$ cat src/rtl/sysarr_ctrl.sv
// sysarr_ctrl -- sequencer around the 3x3 single-precision systolic array.
//
// Collects two 3x3 operand matrices (A then B, both row-major) as an 18-word
// stream. Over three run cycles it drives them diagonally skewed onto the
// array's row (a*) and column (b*) edge inputs. It captures the nine results
// from the array's c outputs at fixed run cycles, then returns the result
// matrix row-major as a ready/valid word stream.
//
// Ports:
//   clock, reset_n        clock (rising edge), asynchronous active-low reset
//   ld_valid/ld_ready     operand word handshake, ld_data carries the word
//   res_valid/res_ready   result word handshake, res_data carries the word
//   busy                  high while running or draining
//   a00,a10,a20,a30,a40   array row-edge inputs (registered)
//   b00,b01,b02,b03,b04   array column-edge inputs (registered)
//   c00,c01,c02,c10,c20   array accumulator seeds, tied to zero
//   c53,c54,c55,c35,c45   array result outputs, sampled at run cycles
//                         CAP0..CAP0+2
module sysarr_ctrl #(
   parameter int N    = 32,
   parameter int CAP0 = 5
) (
   input  logic         clock,
   input  logic         reset_n,
   input  logic         ld_valid,
   output logic         ld_ready,
   input  logic [N-1:0] ld_data,
   output logic         res_valid,
   input  logic         res_ready,
   output logic [N-1:0] res_data,
   output logic         busy,
   output logic [N-1:0] a00,
   output logic [N-1:0] a10,
   output logic [N-1:0] a20,
   output logic [N-1:0] a30,
   output logic [N-1:0] a40,
   output logic [N-1:0] b00,
   output logic [N-1:0] b01,
   output logic [N-1:0] b02,
   output logic [N-1:0] b03,
   output logic [N-1:0] b04,
   output logic [N-1:0] c00,
   output logic [N-1:0] c01,
   output logic [N-1:0] c02,
   output logic [N-1:0] c10,
   output logic [N-1:0] c20,
   input  logic [N-1:0] c53,
   input  logic [N-1:0] c54,
   input  logic [N-1:0] c55,
   input  logic [N-1:0] c35,
   input  logic [N-1:0] c45
);

   typedef enum logic [1:0] {
      ST_IDLE  = 2'd0,
      ST_LOAD  = 2'd1,
      ST_RUN   = 2'd2,
      ST_DRAIN = 2'd3
   } state_t;

   // Run counter must reach CAP0+2.
   localparam int TW = $clog2(CAP0 + 3);
   localparam logic [TW-1:0] T_CAP0 = TW'(CAP0);
   localparam logic [TW-1:0] T_CAP1 = TW'(CAP0 + 1);
   localparam logic [TW-1:0] T_CAP2 = TW'(CAP0 + 2);

   state_t        state_r, state_nxt_s;
   logic [4:0]    cnt_r, cnt_nxt_s;      // load word index
   logic [TW-1:0] t_r, t_nxt_s;          // run cycle
   logic [3:0]    idx_r, idx_nxt_s;      // drain word index

   logic [N-1:0]  op_r [0:17];           // 0..8 = A, 9..17 = B, row-major
   logic [N-1:0]  d_r  [0:8];            // result matrix, row-major

   logic [N-1:0]  a_nxt_s [0:4];
   logic [N-1:0]  b_nxt_s [0:4];
   logic [N-1:0]  res_data_nxt_s;
   logic          ld_ready_nxt_s;
   logic          res_valid_nxt_s;
   logic          busy_nxt_s;

   logic          ld_fire_s;
   logic          res_fire_s;

   assign ld_fire_s  = ld_valid & ld_ready;
   assign res_fire_s = res_valid & res_ready;

   // The array accumulates from zero in every cell.
   assign c00 = {N{1'b0}};
   assign c01 = {N{1'b0}};
   assign c02 = {N{1'b0}};
   assign c10 = {N{1'b0}};
   assign c20 = {N{1'b0}};

   // State and counter registers.
   always_ff @(posedge clock or negedge reset_n) begin
      if (!reset_n) begin
         state_r <= ST_IDLE;
         cnt_r   <= 5'd0;
         t_r     <= {TW{1'b0}};
         idx_r   <= 4'd0;
      end else begin
         state_r <= state_nxt_s;
         cnt_r   <= cnt_nxt_s;
         t_r     <= t_nxt_s;
         idx_r   <= idx_nxt_s;
      end
   end

   // Next-state and counter logic.
   always_comb begin
      state_nxt_s = state_r;
      cnt_nxt_s   = cnt_r;
      t_nxt_s     = t_r;
      idx_nxt_s   = idx_r;
      case (state_r)
         ST_IDLE: begin
            // The first accepted word is A00; the counter then points at word 1.
            if (ld_fire_s) begin
               state_nxt_s = ST_LOAD;
               cnt_nxt_s   = 5'd1;
            end else begin
               cnt_nxt_s   = 5'd0;
            end
         end
         ST_LOAD: begin
            if (ld_fire_s) begin
               if (cnt_r == 5'd17) begin
                  state_nxt_s = ST_RUN;
                  cnt_nxt_s   = 5'd0;
                  t_nxt_s     = {TW{1'b0}};
               end else begin
                  cnt_nxt_s   = cnt_r + 5'd1;
               end
            end else begin
               cnt_nxt_s = cnt_r;
            end
         end
         ST_RUN: begin
            if (t_r == T_CAP2) begin
               state_nxt_s = ST_DRAIN;
               t_nxt_s     = {TW{1'b0}};
               idx_nxt_s   = 4'd0;
            end else begin
               t_nxt_s     = t_r + {{(TW-1){1'b0}}, 1'b1};
            end
         end
         ST_DRAIN: begin
            if (res_fire_s) begin
               if (idx_r == 4'd8) begin
                  state_nxt_s = ST_IDLE;
                  idx_nxt_s   = 4'd0;
               end else begin
                  idx_nxt_s   = idx_r + 4'd1;
               end
            end else begin
               idx_nxt_s = idx_r;
            end
         end
         default: begin
            state_nxt_s = ST_IDLE;
            cnt_nxt_s   = 5'd0;
            t_nxt_s     = {TW{1'b0}};
            idx_nxt_s   = 4'd0;
         end
      endcase
   end

   // Next values of the registered outputs, derived from the next state.
   // Run cycle t drives row/column k of A/B at edge positions k..k+2:
   // a[k+j] = A[k][j], b[k+j] = B[j][k].
   always_comb begin
      for (int i = 0; i < 5; i++) begin
         a_nxt_s[i] = {N{1'b0}};
         b_nxt_s[i] = {N{1'b0}};
      end
      res_data_nxt_s  = {N{1'b0}};
      ld_ready_nxt_s  = (state_nxt_s == ST_IDLE) || (state_nxt_s == ST_LOAD);
      res_valid_nxt_s = (state_nxt_s == ST_DRAIN);
      busy_nxt_s      = (state_nxt_s == ST_RUN) || (state_nxt_s == ST_DRAIN);
      if (state_nxt_s == ST_RUN) begin
         case (t_nxt_s)
            TW'(0): begin
               a_nxt_s[0] = op_r[0];  a_nxt_s[1] = op_r[1];  a_nxt_s[2] = op_r[2];
               b_nxt_s[0] = op_r[9];  b_nxt_s[1] = op_r[12]; b_nxt_s[2] = op_r[15];
            end
            TW'(1): begin
               a_nxt_s[1] = op_r[3];  a_nxt_s[2] = op_r[4];  a_nxt_s[3] = op_r[5];
               b_nxt_s[1] = op_r[10]; b_nxt_s[2] = op_r[13]; b_nxt_s[3] = op_r[16];
            end
            TW'(2): begin
               a_nxt_s[2] = op_r[6];  a_nxt_s[3] = op_r[7];  a_nxt_s[4] = op_r[8];
               b_nxt_s[2] = op_r[11]; b_nxt_s[3] = op_r[14]; b_nxt_s[4] = op_r[17];
            end
            default: begin
            end
         endcase
      end else if (state_nxt_s == ST_DRAIN) begin
         // D00 is already stored on the edge that enters DRAIN, D22 is
         // needed only once the index reaches 8.
         for (int i = 0; i < 9; i++) begin
            if (idx_nxt_s == 4'(i)) begin
               res_data_nxt_s = d_r[i];
            end else begin
               res_data_nxt_s = res_data_nxt_s;
            end
         end
      end else begin
         res_data_nxt_s = {N{1'b0}};
      end
   end

   // Output registers.
   always_ff @(posedge clock or negedge reset_n) begin
      if (!reset_n) begin
         ld_ready  <= 1'b1;
         res_valid <= 1'b0;
         busy      <= 1'b0;
         res_data  <= {N{1'b0}};
         a00 <= {N{1'b0}}; a10 <= {N{1'b0}}; a20 <= {N{1'b0}};
         a30 <= {N{1'b0}}; a40 <= {N{1'b0}};
         b00 <= {N{1'b0}}; b01 <= {N{1'b0}}; b02 <= {N{1'b0}};
         b03 <= {N{1'b0}}; b04 <= {N{1'b0}};
      end else begin
         ld_ready  <= ld_ready_nxt_s;
         res_valid <= res_valid_nxt_s;
         busy      <= busy_nxt_s;
         res_data  <= res_data_nxt_s;
         a00 <= a_nxt_s[0]; a10 <= a_nxt_s[1]; a20 <= a_nxt_s[2];
         a30 <= a_nxt_s[3]; a40 <= a_nxt_s[4];
         b00 <= b_nxt_s[0]; b01 <= b_nxt_s[1]; b02 <= b_nxt_s[2];
         b03 <= b_nxt_s[3]; b04 <= b_nxt_s[4];
      end
   end

   // Operand store: accepted words land at the current load index.
   always_ff @(posedge clock or negedge reset_n) begin
      if (!reset_n) begin
         for (int i = 0; i < 18; i++) begin
            op_r[i] <= {N{1'b0}};
         end
      end else if (ld_fire_s) begin
         for (int i = 0; i < 18; i++) begin
            if (cnt_r == 5'(i)) begin
               op_r[i] <= ld_data;
            end
         end
      end
   end

   // Result capture: each anti-diagonal group leaves the array one cycle
   // after the previous one, on the same c ports.
   always_ff @(posedge clock or negedge reset_n) begin
      if (!reset_n) begin
         for (int i = 0; i < 9; i++) begin
            d_r[i] <= {N{1'b0}};
         end
      end else if (state_r == ST_RUN) begin
         if (t_r == T_CAP0) begin
            d_r[0] <= c55;
            d_r[1] <= c45;
            d_r[2] <= c35;
            d_r[3] <= c54;
            d_r[6] <= c53;
         end
         if (t_r == T_CAP1) begin
            d_r[4] <= c55;
            d_r[5] <= c45;
            d_r[7] <= c54;
         end
         if (t_r == T_CAP2) begin
            d_r[8] <= c55;
         end
      end
   end

endmodule

$ cat config.mk
export PLATFORM = sky130hd
export DESIGN_NAME = sysarr_ctrl
export DESIGN_NICKNAME = d
export VERILOG_FILES = /design/src/rtl/sysarr_ctrl.sv
export SDC_FILE = /design/constraint.sdc
export NUM_CORES = 2
export LEC_CHECK = 0
export ABC_AREA = 0
export CORE_ASPECT_RATIO = 0.6
export CORE_MARGIN = 2
export CORE_UTILIZATION = 34
export DETAILED_ROUTE_END_ITERATION = 16
export GPL_TIMING_DRIVEN = 0
export PLACE_DENSITY = 0.58
export SYNTH_ARGS = -nofsm -noshare
export SYNTH_HDL_FRONTEND = slang
export SYNTH_SLANG_ARGS = --single-unit
$ cat constraint.sdc
create_clock -name clock -period 4.6 [get_ports clock]
set_input_delay 0.69 -clock clock [delete_from_list [all_inputs] [get_ports clock]]
set_output_delay 0.69 -clock clock [all_outputs]
set_load 0.03 [all_outputs]
==> impl_metrics.ini <==
[flow_run]
drv_cap = 0

[clock_network]
cts_buffers = 116
clock_sinks = 1233
htreeDepth = 3
post_cts_resized = 0
cts_setup_buffers = 0
cts_tree = done
clkSlewWorstSetupHoldPaths_ns = 0.07
clock_path_buffers = 3
cts.root.buffer_cell = clkbuf_16
clk_latency_ns = 0.76

[place]
dp_hpwl_mm = 114
portBuffers = 550
gp_congestion = 0.870
place_area_um2 = 58600

[logic_synthesis]
synth_area_leaders = dfrtp_1 62%, mux2_2 20%, nand2_1 2.5%
ys_seq_area_share_pct = 62.0
synth_most_common_cell = dfrtp_1
synth_top_area_cell = dfrtp_1
synthDistinctLibCells = 63
synth_edf_count = 0
yosysWarnings = 0
syn-cell-area_um2 = 49800
synth_ff_type = dfrtp_1
synth.avg_cell_area_um2 = 13.2
synthArstFlopShare_pct = 100
synth_cells = 3765
synth_commonest_cells = 1,232 x dfrtp_1, 871 x mux2_2, 338 x nand2_1
ys_ff_latch = 1233
yosysTopAreaCellShare_pct = 61.9

[final_layout]
fin_area_um2 = 62600
final-seq-area_um2 = 30900
fill_cells = 13437
layout-drive-gt1-share_pct = 28.4
multi_input_area_um2 = 17200
final_nets = 4814
area_growth_pct = 25.8

[critical_path]
start_kind = flip-flop
critPathRequiredTime_ns = 5.24
critPathMaxFanout = 10
setup.worst_path.end_class = flip-flop
arrival_ns = 5.08
critPathKind = reg -> reg
r2r_cells = 10

[grt]
grt_util_all_layers_pct = 20.8
first_global_vias = 32879
grtUsageMet1_pct = 32.0
grt_remaining_overflow = 0
grt_pass1_wl_mm = 230
antenna_found_initial = 25
grt_use_met3_pct = 4.63
grt_max_degree = 178
busiest_layer = met1
grt_util_met2_pct = 29.7

[floorplan]
io_pins = 711
core_um2 = 145000
rows = 108
die_w_um = 498
chipHeight_um = 300
start_util_pct = 34.3
fp.dieArea_um2 = 150000

[drt]
viasPerCell = 4.92
routed_wl_mm = 158
num_vias = 32688
drtIter0Drc = 2715
ant_nets = 0
wl_per_cell_um = 23.8
drc_errors = 0
drt_pass1_iterations = 6

[hold_path]
worstHoldPathCells = 1
holdCritPathClass = reg -> reg

[timing]
period_share_pct = 96.5
skew_ns = 0.0593
setup-violations-final = 0
grt_setup_unrepaired = false
final.setup.tns_ns = 0
worst_pin_slew_ns = 1.41
relSlewSlack_pct = 5.84
report.final.slew_viol_count = 0
hold_viol_final = 0
layout_min_cycle_time_ns = 4.44
max_freq_mhz = 225

[power_and_ir_drop]
ir_worst_vdd_mv = 0.339
total_leakage_power_nw = 28.7
total_power_w = 0.0296
p_per_area_nw_per_um2 = 473

[outcome]
status = completed
## cell type report
class | count | share of cell area (%)
Multi-Input combinational cell | 2258 | 27.5
Buffer | 415 | 3.59
Clock inverter | 55 | 1.03
Inverter | 18 | 0.108
Antenna cell | 13 | 0.0519
Tap cell | 1925 | 3.85
Sequential cell | 1233 | 49.3
Clock buffer | 165 | 5.41
Timing Repair Buffer | 561 | 9.22
## state kept, by name (all words and copies together), names as in the netlist, 2 cells and up
name and cells:
idx_r 4, a40 32, a10 32, cnt_r 5, a30 32, b04 32, state_r 2, b01 32
d_r 288, a00 32, b02 32, a20 32, res_data 32, op_r 576, t_r 3, b03 32
b00 32
## kinds of logic after synthesis
kind of cell    Yosys count  synth area share, %
fa+ha+maj                15                0.377
simple gates            722                 6.54
flops                  1233                 62.0
other cells               1              0.00753
buf+inv                 433                 4.65
compound gates          462                 6.15
mux                     899                 20.3
## cells in the final DEF (no fill, tap or decap), drive strengths merged, types with 87 or more instances in the layout
cell and n:
nand2 340, clkdlybuf4s50 549, conb 160, and2 131, a21oi 230, nor2 179, clkbuf 337, dfrtp 1232
a22oi 87, mux2 872, buf 254
## worst paths after layout
path                                start            to  slack (ns)
worst max-delay path               t_r[0]  res_data[14]        0.16
worst min-delay path            op_r[268]       b00[12]        0.45
worst max register to register     t_r[0]  res_data[14]        0.16
worst min register to register  op_r[268]       b00[12]        0.45
max in group asynchronous         reset_n     op_r[501]        0.72
min in group asynchronous         reset_n      d_r[260]        0.59
## critical path, cell delays in order (launching register included)
cell and delay, ns:
dfrtp_1 0.42, ha_1 0.22, ha_1 0.28, mux2i_1 0.37, o21ai_0 0.19, a221oi_2 1.03, nand2_1 0.56, clkbuf_1 0.53
a21oi_1 0.37, a2111oi_0 0.14, o31ai_2 0.21
## per-stage QoR
| step | setup WS, ns | hold slack [ns] | utilization, % | cells |
|---|---|---|---|---|
| CTS | 0.323 | 0.454 | 43.2 | 6630 |
| global route | 0.0106 | 0.490 | 43.2 | 6632 |
| detailed placement | 0.188 | 0.459 | 40.4 | 6409 |
| finish | 0.163 | 0.448 | 43.2 | 6643 |
| global placement | -54.26 | 0.457 | 40.2 | 6399 |
| floorplan | 1.89 | 0.394 | - | 3924 |
## routing by layer
layer / part of all wire (%) / up-vias / wire length (um)
met1: 48 / 17156 / 75900
li1: - / 14404 / -
met3: 7.2 / 178 / 11400
met5: 0 / - / 0
met4: 2.2 / 0 / 3400
met2: 43 / 950 / 67100
## power breakdown
group	internal, W	switching [W]	total, W
registers	0.0121	0.000621	0.0127
logic	0.00244	0.00437	0.00682
clock network	0.00558	0.00452	0.0101
## timing repair
| item | 4_1_cts | 5_1_grt |
|---|---|---|
| setup endpoints to repair | 0 | 0 |
| endpoints found under the hold margin | 138 | 0 |
| hold buffers | 1 | 0 |
(Power assumes the default switching activity.)
